===== src/rtl/fp_alu_pkg.sv =====
// Shared definitions for the FP ALU schedulers: word layout, canonical NaN and the
// in-flight tag carried alongside each adder operation.
package fp_alu_pkg;

  localparam int unsigned FP_W        = 32;
  localparam int unsigned FP_SIGN_BIT = 31;
  localparam logic [FP_W-1:0] FP_QNAN = 32'h7FC00000;

  // Wide enough for the largest supported requester count (8).
  localparam int unsigned IDX_W = 3;

  typedef struct packed {
    logic             valid;
    logic [IDX_W-1:0] index;
  } tag_t;

  function automatic logic [FP_W-1:0] fp_negate(input logic [FP_W-1:0] x);
    return {~x[FP_SIGN_BIT], x[FP_SIGN_BIT-1:0]};
  endfunction

endpackage


===== src/rtl/fp_add_sched_if.sv =====
// Requester, response and shared-adder signals of the adder scheduler.
// The master side is the ALU front-end together with the adder; the slave side is the scheduler.
interface fp_add_sched_if
  import fp_alu_pkg::*;
#(
  parameter int unsigned N_REQ = 4
) ();

  logic [N_REQ-1:0]      req_vld;
  logic [N_REQ-1:0]      req_rdy;
  logic [N_REQ*FP_W-1:0] req_a;
  logic [N_REQ*FP_W-1:0] req_b;
  logic [N_REQ-1:0]      req_sub;
  logic [N_REQ-1:0]      rsp_vld;
  logic [N_REQ-1:0]      rsp_rdy;
  logic [N_REQ*FP_W-1:0] rsp_res;
  logic [N_REQ-1:0]      rsp_ovf;
  logic [FP_W-1:0]       add_a;
  logic [FP_W-1:0]       add_b;
  logic                  add_vld;
  logic [FP_W-1:0]       add_res;
  logic                  add_res_vld;
  logic                  add_ovf;
  logic                  err;

  modport master (
    output req_vld, req_a, req_b, req_sub, rsp_rdy, add_res, add_res_vld, add_ovf,
    input  req_rdy, rsp_vld, rsp_res, rsp_ovf, add_a, add_b, add_vld, err
  );

  modport slave (
    input  req_vld, req_a, req_b, req_sub, rsp_rdy, add_res, add_res_vld, add_ovf,
    output req_rdy, rsp_vld, rsp_res, rsp_ovf, add_a, add_b, add_vld, err
  );

endinterface


===== src/rtl/rr_arbiter.sv =====
// Combinational round-robin arbiter: grants the first set request at or after ptr_i,
// wrapping around. Shared by the adder and multiplier schedulers.
module rr_arbiter #(
  parameter int unsigned N  = 4,
  parameter int unsigned IW = (N > 1) ? $clog2(N) : 1
) (
  input  logic [N-1:0]  req_i,
  input  logic [IW-1:0] ptr_i,
  output logic [N-1:0]  gnt_o,
  output logic [IW-1:0] idx_o,
  output logic          any_o
);

  always_comb begin
    gnt_o = '0;
    idx_o = '0;
    any_o = 1'b0;
    for (int unsigned k = 0; k < N; k++) begin
      logic [IW-1:0] cand;
      cand = IW'((32'(ptr_i) + k) % N);
      if (!any_o && req_i[cand]) begin
        gnt_o[cand] = 1'b1;
        idx_o       = cand;
        any_o       = 1'b1;
      end
    end
  end

endmodule


===== src/rtl/fp_add_sched.sv =====
// Shares one external FP adder between N_REQ requesters: round-robin issue, a tag pipe
// matching the adder latency, and a one-entry result buffer per requester.
module fp_add_sched
  import fp_alu_pkg::*;
#(
  parameter int unsigned N_REQ   = 4,
  parameter int unsigned ADD_LAT = 1
) (
  input logic           clk,
  input logic           rst,
  fp_add_sched_if.slave bus
);

  localparam int unsigned IW = $clog2(N_REQ);

  logic [N_REQ-1:0] busy_q;
  logic [N_REQ-1:0] elig;
  logic [N_REQ-1:0] gnt;
  logic [IW-1:0]    gnt_idx;
  logic             gnt_any;
  logic [IW-1:0]    ptr_q;
  logic [IW-1:0]    issue_idx_q;

  logic [FP_W-1:0]  add_a_q;
  logic [FP_W-1:0]  add_b_q;
  logic             add_vld_q;
  logic [FP_W-1:0]  sel_a;
  logic [FP_W-1:0]  sel_b;
  logic             sel_sub;

  tag_t             tag_q [ADD_LAT];
  tag_t             tag_out;
  logic             capture;
  logic             lost;
  logic             spurious;

  logic [N_REQ-1:0] rsp_vld_q;
  logic [N_REQ-1:0] rsp_ovf_q;
  logic [N_REQ-1:0] rsp_hs;
  logic [FP_W-1:0]  rsp_res_q [N_REQ];
  logic             err_q;

  assign elig = bus.req_vld & ~busy_q;

  rr_arbiter #(
    .N  (N_REQ),
    .IW (IW)
  ) u_arb (
    .req_i (elig),
    .ptr_i (ptr_q),
    .gnt_o (gnt),
    .idx_o (gnt_idx),
    .any_o (gnt_any)
  );

  // The state registers ignore grants while rst is high, so none are advertised.
  assign bus.req_rdy = rst ? '0 : gnt;

  always_comb begin
    sel_a   = '0;
    sel_b   = '0;
    sel_sub = 1'b0;
    for (int i = 0; i < N_REQ; i++) begin
      if (gnt[i]) begin
        sel_a   = bus.req_a[FP_W*i +: FP_W];
        sel_b   = bus.req_b[FP_W*i +: FP_W];
        sel_sub = bus.req_sub[i];
      end
    end
  end

  assign tag_out  = tag_q[ADD_LAT-1];
  assign capture  = bus.add_res_vld & tag_out.valid;
  assign lost     = tag_out.valid & ~bus.add_res_vld;
  assign spurious = bus.add_res_vld & ~tag_out.valid;
  assign rsp_hs   = rsp_vld_q & bus.rsp_rdy;

  always_ff @(posedge clk) begin
    if (rst) begin
      busy_q      <= '0;
      ptr_q       <= '0;
      issue_idx_q <= '0;
      add_a_q     <= '0;
      add_b_q     <= '0;
      add_vld_q   <= 1'b0;
      for (int s = 0; s < ADD_LAT; s++) tag_q[s] <= '0;
      rsp_vld_q   <= '0;
      rsp_ovf_q   <= '0;
      for (int i = 0; i < N_REQ; i++) rsp_res_q[i] <= '0;
      err_q       <= 1'b0;
    end else begin
      add_vld_q <= gnt_any;
      if (gnt_any) begin
        add_a_q     <= sel_a;
        add_b_q     <= sel_sub ? fp_negate(sel_b) : sel_b;
        issue_idx_q <= gnt_idx;
        ptr_q       <= (gnt_idx == IW'(N_REQ - 1)) ? '0 : gnt_idx + IW'(1);
      end

      tag_q[0] <= '{valid: add_vld_q, index: IDX_W'(issue_idx_q)};
      for (int s = 1; s < ADD_LAT; s++) tag_q[s] <= tag_q[s-1];

      for (int i = 0; i < N_REQ; i++) begin
        // A lost result still frees its requester so it can retry.
        if (gnt[i]) begin
          busy_q[i] <= 1'b1;
        end else if (rsp_hs[i] || (lost && tag_out.index == IDX_W'(i))) begin
          busy_q[i] <= 1'b0;
        end

        if (capture && tag_out.index == IDX_W'(i)) begin
          rsp_vld_q[i] <= 1'b1;
          rsp_res_q[i] <= bus.add_res;
          rsp_ovf_q[i] <= bus.add_ovf;
        end else if (rsp_hs[i]) begin
          rsp_vld_q[i] <= 1'b0;
        end
      end

      if (spurious || lost) err_q <= 1'b1;
    end
  end

  assign bus.add_a   = add_a_q;
  assign bus.add_b   = add_b_q;
  assign bus.add_vld = add_vld_q;
  assign bus.rsp_vld = rsp_vld_q;
  assign bus.rsp_ovf = rsp_ovf_q;
  assign bus.err     = err_q;

  for (genvar g = 0; g < N_REQ; g++) begin : g_rsp
    assign bus.rsp_res[FP_W*g +: FP_W] = rsp_res_q[g];
  end

endmodule


===== src/flat_wrapper.sv =====
// flat-port wrapper written by rule: the top's interface ports become plain ports
module fp_add_sched_flat import fp_alu_pkg::*;
#(
  parameter int unsigned N_REQ   = 4,
  parameter int unsigned ADD_LAT = 1
)
  (clk, rst, bus_req_vld, bus_req_a, bus_req_b, bus_req_sub, bus_rsp_rdy, bus_add_res, bus_add_res_vld, bus_add_ovf, bus_req_rdy, bus_rsp_vld, bus_rsp_res, bus_rsp_ovf, bus_add_a, bus_add_b, bus_add_vld, bus_err);
  fp_add_sched_if #(.N_REQ(N_REQ)) bus_i ();
  input logic clk;
  input logic rst;
  input wire logic [$bits(bus_i.req_vld)-1:0] bus_req_vld;
  input wire logic [$bits(bus_i.req_a)-1:0] bus_req_a;
  input wire logic [$bits(bus_i.req_b)-1:0] bus_req_b;
  input wire logic [$bits(bus_i.req_sub)-1:0] bus_req_sub;
  input wire logic [$bits(bus_i.rsp_rdy)-1:0] bus_rsp_rdy;
  input wire logic [$bits(bus_i.add_res)-1:0] bus_add_res;
  input wire logic [$bits(bus_i.add_res_vld)-1:0] bus_add_res_vld;
  input wire logic [$bits(bus_i.add_ovf)-1:0] bus_add_ovf;
  output wire logic [$bits(bus_i.req_rdy)-1:0] bus_req_rdy;
  output wire logic [$bits(bus_i.rsp_vld)-1:0] bus_rsp_vld;
  output wire logic [$bits(bus_i.rsp_res)-1:0] bus_rsp_res;
  output wire logic [$bits(bus_i.rsp_ovf)-1:0] bus_rsp_ovf;
  output wire logic [$bits(bus_i.add_a)-1:0] bus_add_a;
  output wire logic [$bits(bus_i.add_b)-1:0] bus_add_b;
  output wire logic [$bits(bus_i.add_vld)-1:0] bus_add_vld;
  output wire logic [$bits(bus_i.err)-1:0] bus_err;
  assign bus_i.req_vld = bus_req_vld;
  assign bus_i.req_a = bus_req_a;
  assign bus_i.req_b = bus_req_b;
  assign bus_i.req_sub = bus_req_sub;
  assign bus_i.rsp_rdy = bus_rsp_rdy;
  assign bus_i.add_res = bus_add_res;
  assign bus_i.add_res_vld = bus_add_res_vld;
  assign bus_i.add_ovf = bus_add_ovf;
  assign bus_req_rdy = bus_i.req_rdy;
  assign bus_rsp_vld = bus_i.rsp_vld;
  assign bus_rsp_res = bus_i.rsp_res;
  assign bus_rsp_ovf = bus_i.rsp_ovf;
  assign bus_add_a = bus_i.add_a;
  assign bus_add_b = bus_i.add_b;
  assign bus_add_vld = bus_i.add_vld;
  assign bus_err = bus_i.err;
  fp_add_sched #(.N_REQ(N_REQ), .ADD_LAT(ADD_LAT)) u_core (.clk(clk), .rst(rst), .bus(bus_i));
endmodule

===== config.mk =====
export PLATFORM = sky130hd
export DESIGN_NAME = fp_add_sched_flat
export DESIGN_NICKNAME = d
export VERILOG_FILES = /design/src/rtl/fp_alu_pkg.sv /design/src/rtl/fp_add_sched_if.sv /design/src/rtl/rr_arbiter.sv /design/src/rtl/fp_add_sched.sv /design/src/flat_wrapper.sv
export SDC_FILE = /design/constraint.sdc
export NUM_CORES = 1
export LEC_CHECK = 0
export ABC_AREA = 1
export CAP_MARGIN = 0
export CORE_AREA = 4 4 198 200
export CTS_CLUSTER_DIAMETER = 80
export DETAILED_ROUTE_END_ITERATION = 7
export DIE_AREA = 0 0 202 204
export SETUP_SLACK_MARGIN = 0.5
export SLEW_MARGIN = 25
export SYNTH_ARGS = -nofsm -noshare
export SYNTH_HDL_FRONTEND = slang
export SYNTH_SLANG_ARGS = --single-unit

===== constraint.sdc =====
create_clock -name clk -period 2.5 [get_ports clk]
set_clock_uncertainty 0.1 [all_clocks]
set_input_delay 0.5 -clock clk [delete_from_list [all_inputs] [get_ports clk]]
set_output_delay 0.5 -clock clk [all_outputs]
set_load 0.01 [all_outputs]

Word-level counts from Yosys, hierarchy flattened
Memories as Yosys holds them, arrays and structs flattened.
Cells that the tools add are included.
W data, S select, Z words.
{"block": "op_classes", "n_addsub": 4, "magnitude_cmp": 8, "n_eq_ne": 4, "mux": 80, "bitwise": 16, "reduce_logical": 33}
{"operator": "$mux W32", "count": 13}
{"operator": "$mux W1", "count": 48}
{"operator": "$mux W4", "count": 5}
{"operator": "$reduce_bool A2 Y1", "count": 8}
{"operator": "$logic_and A1 B1 Y1", "count": 15}
{"operator": "$lt A2 B3 Y1 const B", "count": 4}
{"operator": "$or A4 B4 Y4", "count": 3}
{"operator": "$mux W2", "count": 5}
{"operator": "$and A4 B4 Y4", "count": 2}
{"operator": "$bmux W1 S2", "count": 4}
{"operator": "$demux W1 S2", "count": 4}
{"operator": "$ge A2 B1 Y1 const B", "count": 4}
{"operator": "$eq A3 B2 Y1 const B", "count": 2}
{"operator": "$logic_or A1 B1 Y1", "count": 5}
{"operator": "$add A2 B1 Y2 const B", "count": 2}
{"operator": "$add A2 B2 Y2 const B", "count": 2}
{"operator": "$not A4 Y4", "count": 1}
{"operator": "$or A1 B1 Y1", "count": 4}
{"operator": "$and A1 B1 Y1", "count": 3}
{"operator": "$eq A3 B1 Y1 const B", "count": 1}
{"operator": "$logic_not A1 Y1", "count": 3}
{"operator": "$logic_not A3 Y1", "count": 1}
{"operator": "$mux W3", "count": 1}
{"operator": "$not A1 Y1", "count": 3}
{"operator": "2 further kinds", "count": 2}
{"block": "totals", "ff_bits": 82, "ram_bits": 131, "input_bits": 304, "out_inout_bits": 206, "word_cells": 165, "mem_count": 2}
{"name": "u_core.rsp_res_q", "words": 4, "width": 32, "read_ports": 4, "rd_clocked_by_memory_dff": 0, "wr": 4, "line": "fp_add_sched.sv:40", "rtl": "logic [FP_W-1:0] rsp_res_q [N_REQ];"}
{"name": "u_core.tag_q", "words": 1, "width": 3, "read_ports": 1, "rd_clocked_by_memory_dff": 0, "wr": 1, "line": "fp_add_sched.sv:31", "rtl": "tag_t tag_q [ADD_LAT];"}

Longest topological paths before layout
{"block": "depth", "ltp_word": 20, "depth_mapped": 17, "ltp_nobuf": 14}

Hierarchy
From an unflattened synthesis, not the netlist that was laid out.
{"block": "hier_totals", "hier_cells": 1080, "area_unflattened_um2": 9741.8}
{"mod": "fp_add_sched", "n_inst": 1, "cells_each": 1006, "area_each_um2": 9301.4, "seq_area_each_um2": 5545.3}
{"mod": "rr_arbiter", "n_inst": 1, "cells_each": 74, "area_each_um2": 440.4, "seq_area_each_um2": 0.0}

Worst setup path after synthesis
OpenSTA, ideal clock, no wires.
{"block": "synth_timing", "path_kind": "reg2out", "from": "register u_core.ptr_q[1]", "to": "output port bus_req_rdy[3]", "arrival_ns": 2.114, "required_ns": 1.900, "slack_ns": -0.214, "path_stages_with_launch": 14, "n_path_buf": 2, "cell_sequence": "dfxtp_1 -> inv_1 -> ha_1 -> inv_1 -> nand3_1 -> nand2_2 -> nand2_2 -> nor2_4 -> nand3_1 -> nand2_1 -> buf_4 -> buf_2 -> inv_1 -> nor2_1"}
{"block": "synth_via", "elab_chain_cells": 13, "word_cells_on_any_way": 48, "cone_classes": "add/sub (3); order compare (8); mux (24); bitwise (3); reduce/logical (10)"}
{"item": "start: declaration", "line": "fp_add_sched.sv:21", "rtl": "logic [IW-1:0] ptr_q;"}
{"item": "start signal: assignment", "line": "fp_add_sched.sv:97", "rtl": "ptr_q <= (gnt_idx == IW'(N_REQ - 1)) ? '0 : gnt_idx + IW'(1);"}
{"item": "parallel branches: the longest is 11 deep, another holds $lt A2 B3 Y1"}
{"item": "$mux W4 (*)", "line": "rr_arbiter.sv:21", "rtl": "if (!any_o && req_i[cand]) begin"}
{"item": "$mux W4 (*)", "line": "fp_add_sched.sv:57", "rtl": "assign bus.req_rdy = rst ? '0 : gnt;"}
{"item": "end: declaration", "line": "flat_wrapper.sv:19", "rtl": "output wire logic [$bits(bus_i.req_rdy)-1:0] bus_req_rdy;"}
Every way passes the cells marked *. The select of a mux whose other input is x is not followed.

Worst setup path in the final report
{"block": "layout_timing", "from": "input port bus_req_vld[2]", "to": "output port bus_req_rdy[3]"}
{"block": "layout_via", "elab_chain_cells": 14, "word_cells_on_any_way": 26, "cone_classes": "mux (16); bitwise (4); reduce/logical (6)"}
{"item": "start: declaration", "line": "flat_wrapper.sv:11", "rtl": "input wire logic [$bits(bus_i.req_vld)-1:0] bus_req_vld;"}
{"item": "$and A4 B4 Y4 (*)", "line": "fp_add_sched.sv:43", "rtl": "assign elig = bus.req_vld & ~busy_q;"}
{"item": "$bmux W1 S2", "line": "rr_arbiter.sv:21"}
{"item": "$mux W1 (implied by the code)", "line": "rr_arbiter.sv:21"}
{"item": "$mux W1", "line": "rr_arbiter.sv:21"}
{"item": "$logic_not A1 Y1", "line": "rr_arbiter.sv:21"}
{"item": "$logic_and A1 B1 Y1", "line": "rr_arbiter.sv:21"}
{"item": "$mux W1", "line": "rr_arbiter.sv:21"}
{"item": "$logic_not A1 Y1", "line": "rr_arbiter.sv:21"}
{"item": "$logic_and A1 B1 Y1", "line": "rr_arbiter.sv:21"}
{"item": "$mux W1", "line": "rr_arbiter.sv:21"}
{"item": "$logic_not A1 Y1", "line": "rr_arbiter.sv:21"}
{"item": "$logic_and A1 B1 Y1", "line": "rr_arbiter.sv:21"}
{"item": "$mux W4 (*)", "line": "rr_arbiter.sv:21"}
{"item": "$mux W4 (*)", "line": "fp_add_sched.sv:57"}
Mark *: on every way between the ends. The rest lies on a longest branch, timed or not. The select of a mux whose other input is x is not followed.

==> flow_summary.html <==
<table>
<tr><th>Metric</th><th>Value</th></tr>
<tr><th colspan="2">Synth</th></tr>
<tr><td>Avg Cell Area, Syn</td><td>~8.4 um^2</td></tr>
<tr><td>Most repeated cell in the gate-level netlist after synthesis</td><td>sky130_fd_sc_hd__nor2_1</td></tr>
<tr><td>Fraction of registers with async set/reset</td><td>0</td></tr>
<tr><td>Post-synthesis net count</td><td>roughly 1500</td></tr>
<tr><td>Flop and latch count out of synthesis</td><td>~210</td></tr>
<tr><td>Fraction of post-synthesis cell area in the top cell type by area</td><td>0.377</td></tr>
<tr><td>Post-Syn Instances</td><td>roughly 1200</td></tr>
<tr><td>Post-synth top cells</td><td>sky130_fd_sc_hd__nor2_1, sky130_fd_sc_hd__a21oi_1, sky130_fd_sc_hd__nand2_1</td></tr>
<tr><td>Proportion of synthesized chip area in sequential cells</td><td>0.544</td></tr>
<tr><td>Cell type contributing the most total cell area after synthesis</td><td>sky130_fd_sc_hd__edfxtp_1</td></tr>
<tr><td>Count of cell types in the netlist</td><td>30</td></tr>
<tr><td>Top post-synthesis cells by area</td><td>sky130_fd_sc_hd__edfxtp_1, sky130_fd_sc_hd__dfxtp_1, sky130_fd_sc_hd__nor2_1</td></tr>
<tr><td>Predominant post-synthesis flop cell</td><td>sky130_fd_sc_hd__edfxtp_1</td></tr>
<tr><td>Number of flops mapped to enable cells by yosys</td><td>between 100 and 150</td></tr>
<tr><td>Synthesized area</td><td>~0.01 mm^2</td></tr>
<tr><td>Synth warn</td><td>0</td></tr>
<tr><th colspan="2">Global route</th></tr>
<tr><td>Maximum number of pins on one net before global-route repair</td><td>between 60 and 70</td></tr>
<tr><td>Number of global-route vias before repair</td><td>~11000</td></tr>
<tr><td>Number of antenna violations at the first check in global routing</td><td>16</td></tr>
<tr><td>All-layer global routing usage</td><td>0.212</td></tr>
<tr><td>Global-route wire length before repair</td><td>a little under 70 mm</td></tr>
<tr><td>Total congestion overflow after global routing</td><td>0</td></tr>
<tr><th colspan="2">Worst setup path</th></tr>
<tr><td>CP bufs+invs</td><td>3</td></tr>
<tr><td>Worst path required time</td><td>between 1.5 and 2 ns</td></tr>
<tr><td>Slowest library cell on the worst path</td><td>sky130_fd_sc_hd__clkdlybuf4s50_1</td></tr>
<tr><td>Largest driver fanout on the critical path</td><td>5</td></tr>
<tr><td>Classification of the worst setup path</td><td>in -&gt; out</td></tr>
<tr><td>Critical path cell sequence</td><td>clkdlybuf4s50_1 -&gt; nand3_2 -&gt; nand2_1 -&gt; nand2_1 -&gt; nand2_2 -&gt; nand2_1 -&gt; o22ai_1 -&gt; nor2_2 -&gt; nand2_4 -&gt; inv_4 -&gt; nor2_4 -&gt; buf_6</td></tr>
<tr><td>Cell type with the highest occurrence count on the critical path</td><td>sky130_fd_sc_hd__nand2_1</td></tr>
<tr><td>Biggest cell delay along the critical path</td><td>~0.56 ns</td></tr>
<tr><td>CP endpoint kind</td><td>output pin</td></tr>
<tr><td>Startpoint Class</td><td>input port</td></tr>
<tr><td>CP delay by family, top</td><td>simple AND/OR/NAND/NOR gates</td></tr>
<tr><td>Signal arrival time at the worst endpoint</td><td>~2.2 ns</td></tr>
<tr><th colspan="2">STA</th></tr>
<tr><td>Fin Setup TNS</td><td>-2.83 ns</td></tr>
<tr><td>Unrepaired setup endpoints after global routing</td><td>true</td></tr>
<tr><td>Worst Tran Pin Value</td><td>around 0.58 ns</td></tr>
<tr><td>Worst slew margin relative to its limit</td><td>0.613</td></tr>
<tr><td>Final Max Slew Viols</td><td>0</td></tr>
<tr><td>Final worst slack</td><td>-0.287 ns</td></tr>
<tr><td>Minimum clock period after layout</td><td>roughly 2.8 ns</td></tr>
<tr><td>Final hold violation count</td><td>0</td></tr>
<tr><td>Final setup violation count</td><td>32</td></tr>
<tr><td>Maximum achievable frequency</td><td>about 360 MHz</td></tr>
<tr><td>Share of the cycle needed by the critical path after routing</td><td>1.11</td></tr>
<tr><th colspan="2">Min path</th></tr>
<tr><td>Type of the most critical hold path</td><td>reg -&gt; reg</td></tr>
<tr><th colspan="2">Pwr</th></tr>
<tr><td>VDD IR max</td><td>between 600 and 700 uV</td></tr>
<tr><td>Pwr Density</td><td>between 1000 and 1500 mW/mm^2</td></tr>
<tr><td>Final Power</td><td>20.1 mW</td></tr>
<tr><td>Leakage power figure</td><td>8.20 nW</td></tr>
<tr><th colspan="2">Die</th></tr>
<tr><td>Number of core rows</td><td>71</td></tr>
<tr><td>Die span in x</td><td>just over 200 um</td></tr>
<tr><td>Count of pins on the block boundary</td><td>510</td></tr>
<tr><td>Starting Density</td><td>0.272</td></tr>
<tr><td>Die Outline Area</td><td>slightly above 0.04 mm^2</td></tr>
<tr><td>Core area</td><td>approximately 0.037 mm^2</td></tr>
<tr><td>Vertical die dimension</td><td>approximately 200 um</td></tr>
<tr><th colspan="2">Routing</th></tr>
<tr><td>Sum of routed wire length over all layers</td><td>47.1 mm</td></tr>
<tr><td>Number of vias per cell</td><td>around 4.7</td></tr>
<tr><td>1st-pass router iterations</td><td>5</td></tr>
<tr><td>Post-DR wirelength/cell</td><td>20.7 um</td></tr>
<tr><td>DRT antenna net count</td><td>0</td></tr>
<tr><td>Drt drc</td><td>0</td></tr>
<tr><td>Total via count after detailed routing</td><td>10804</td></tr>
<tr><td>DR iter-0 viols</td><td>roughly 530</td></tr>
<tr><th colspan="2">Layout</th></tr>
<tr><td>Post-layout instance area</td><td>around 0.018 mm^2</td></tr>
<tr><td>Final Net Count</td><td>approximately 2000</td></tr>
<tr><td>Share of layout cells above drive strength 1</td><td>0.116</td></tr>
<tr><td>Area grow syn2layout</td><td>72.2%</td></tr>
<tr><th colspan="2">Clock tree</th></tr>
<tr><td>Clk slew on worst S/H paths</td><td>~0.06 ns</td></tr>
<tr><td>Clock latency at the later pin of the worst-skew pair</td><td>0.51 ns</td></tr>
<tr><td>Clock tree from TritonCTS</td><td>done</td></tr>
<tr><td>CTS Buf Count</td><td>25</td></tr>
<tr><td>Root Buffer Master</td><td>sky130_fd_sc_hd__clkbuf_16</td></tr>
<tr><td>Cts hold-fix bufs</td><td>0</td></tr>
<tr><td>Maximum number of buffers from clock root to sink</td><td>3</td></tr>
<tr><td>Number of H-tree levels</td><td>1</td></tr>
<tr><td>Clock net sink count</td><td>between 200 and 250</td></tr>
<tr><th colspan="2">Placed design</th></tr>
<tr><td>DP Wirelength</td><td>around 33 mm</td></tr>
<tr><td>Gpl congestion</td><td>about 0.9</td></tr>
<tr><td>Placed cell areas</td><td>about 0.016 mm^2</td></tr>
<tr><td>Port Buffer Count</td><td>roughly 510</td></tr>
<tr><th colspan="2">Run status</th></tr>
<tr><td>Violations in the final reports</td><td>negative setup slack</td></tr>
<tr><td>Outcome</td><td>finished with violations</td></tr>
<tr><th colspan="2">Flow run</th></tr>
<tr><td>Max-cap violations</td><td>0</td></tr>
</table>
==> path summary, 6_finish.rpt <==
kind | from | end | slack [ns] | cells after the start
min reg2reg | u_core.issue_idx_q[1]$_SDFFE_PP0P_ | u_core.tag_q[0][1]$_SDFF_PP0_ | 0.32 | 2
min | u_core.issue_idx_q[1]$_SDFFE_PP0P_ | u_core.tag_q[0][1]$_SDFF_PP0_ | 0.32 | 2
max reg2reg | flip-flop | u_core.bus.add_a[11]$_SDFFE_PP0P_ | -0.10 | 17
max | bus_req_vld[2] | bus_req_rdy[3] | -0.29 | 12
==> worst register-to-register path, delay by kind of cell (launching register included) <==
| family | cells | cell delay [ns] |
|---|---|---|
| DFF | 1 | 0.37 |
| and+or+nand+nor | 10 | 0.85 |
| AOI/OAI and AO/OA | 1 | 0.13 |
| buffers and inverters | 6 | 1.09 |
==> cell type report <==
type | count | area, um^2
Fill cell | 3642 | 19900
Timing Repair Buffer | 587 | 6120
Sequential cell | 213 | 5550
Multi-Input combinational cell | 847 | 4210
Clock buffer | 34 | 659
Tap cell | 511 | 639
Inverter | 68 | 272
Clock inverter | 11 | 71.3
Antenna cell | 11 | 27.5
==> metrics by stage <==
step / setup WS [ns] / cells / utilization / hold WS (ns)
6_report: -0.287 / 2282 / 0.469 / 0.322
5_1_grt: -0.418 / 2282 / 0.469 / 0.351
2_1_floorplan: 0.128 / 1214 / - / 0.300
3_5_place_dp: -0.599 / 2205 / 0.433 / 0.313
4_1_cts: -0.267 / 2266 / 0.459 / 0.323
3_3_place_gp: -0.583 / 2205 / 0.433 / 0.309
==> layout by cell type, fill, tap and decap left out, types with 4 or more instances in the layout <==
| cell | instances |
|---|---|
| sky130_fd_sc_hd__clkinvlp_4 | 4 |
| sky130_fd_sc_hd__nand2_1 | 159 |
| sky130_fd_sc_hd__dlymetal6s2s_1 | 75 |
| sky130_fd_sc_hd__buf_16 | 11 |
| sky130_fd_sc_hd__inv_1 | 57 |
| sky130_fd_sc_hd__a21oi_1 | 179 |
| sky130_fd_sc_hd__clkinv_2 | 5 |
| sky130_fd_sc_hd__clkdlybuf4s50_1 | 318 |
| sky130_fd_sc_hd__o21ai_0 | 73 |
| sky130_fd_sc_hd__buf_4 | 52 |
| sky130_fd_sc_hd__clkbuf_1 | 9 |
| sky130_fd_sc_hd__buf_12 | 9 |
| sky130_fd_sc_hd__nand3_4 | 8 |
| sky130_fd_sc_hd__inv_2 | 6 |
| sky130_fd_sc_hd__a21oi_2 | 25 |
| sky130_fd_sc_hd__nor2_4 | 6 |
| sky130_fd_sc_hd__nand2_2 | 8 |
| sky130_fd_sc_hd__nor2_2 | 6 |
| sky130_fd_sc_hd__diode_2 | 11 |
| sky130_fd_sc_hd__edfxtp_1 | 128 |
| sky130_fd_sc_hd__nand2_8 | 4 |
| sky130_fd_sc_hd__dlygate4sd2_1 | 112 |
| sky130_fd_sc_hd__nand2_4 | 4 |
| sky130_fd_sc_hd__clkbuf_16 | 25 |
| sky130_fd_sc_hd__dfxtp_1 | 83 |
| sky130_fd_sc_hd__buf_6 | 4 |
| sky130_fd_sc_hd__ha_1 | 6 |
| sky130_fd_sc_hd__nand3_2 | 8 |
| sky130_fd_sc_hd__nor2_1 | 261 |
| sky130_fd_sc_hd__nand3_1 | 80 |
==> routing by layer <==
metal  up-vias  share of wire  GRT usage
met3        82          0.098     0.0685
met5         -         0.0013          0
li1       5133              -          -
met4        10          0.031     0.0693
met1      5022           0.38      0.247
met2       557           0.49      0.369
==> kinds of logic after synthesis <==
kind of cell / share of synthesized area
XOR/XNOR: 0.00344
flip-flops: 0.544
adder cells (fa/ha/maj): 0.0111
AO/OA/AOI/OAI: 0.144
AND/OR/NAND/NOR: 0.222
buffers and inverters: 0.0749
==> report_power, final <==
part	internal (mW)	switching, mW
Combinational	4.98	7.18
Sequential	4.33	0.243
Clock	1.85	1.48
==> sequential cells by signal, indices dropped and copies added (netlist names), named ones only <==
name	count
u_core.bus.add_a	32
u_core.bus.add_b	32
u_core.bus.add_vld	1
u_core.bus.err	1
u_core.bus.rsp_ovf	4
u_core.bus.rsp_vld	4
u_core.busy_q	4
u_core.issue_idx_q	2
u_core.ptr_q	1
u_core.rsp_res_q	128
u_core.tag_q	3
==> timing repair <==
action                     4_1_cts  5_1_grt
resized for setup              171      102
pin swaps                       11       11
cloned                           7        0
buffers inserted                 9        5
setup endpoints to repair      252      210
No activity file was read; power rests on OpenSTA's default activity.
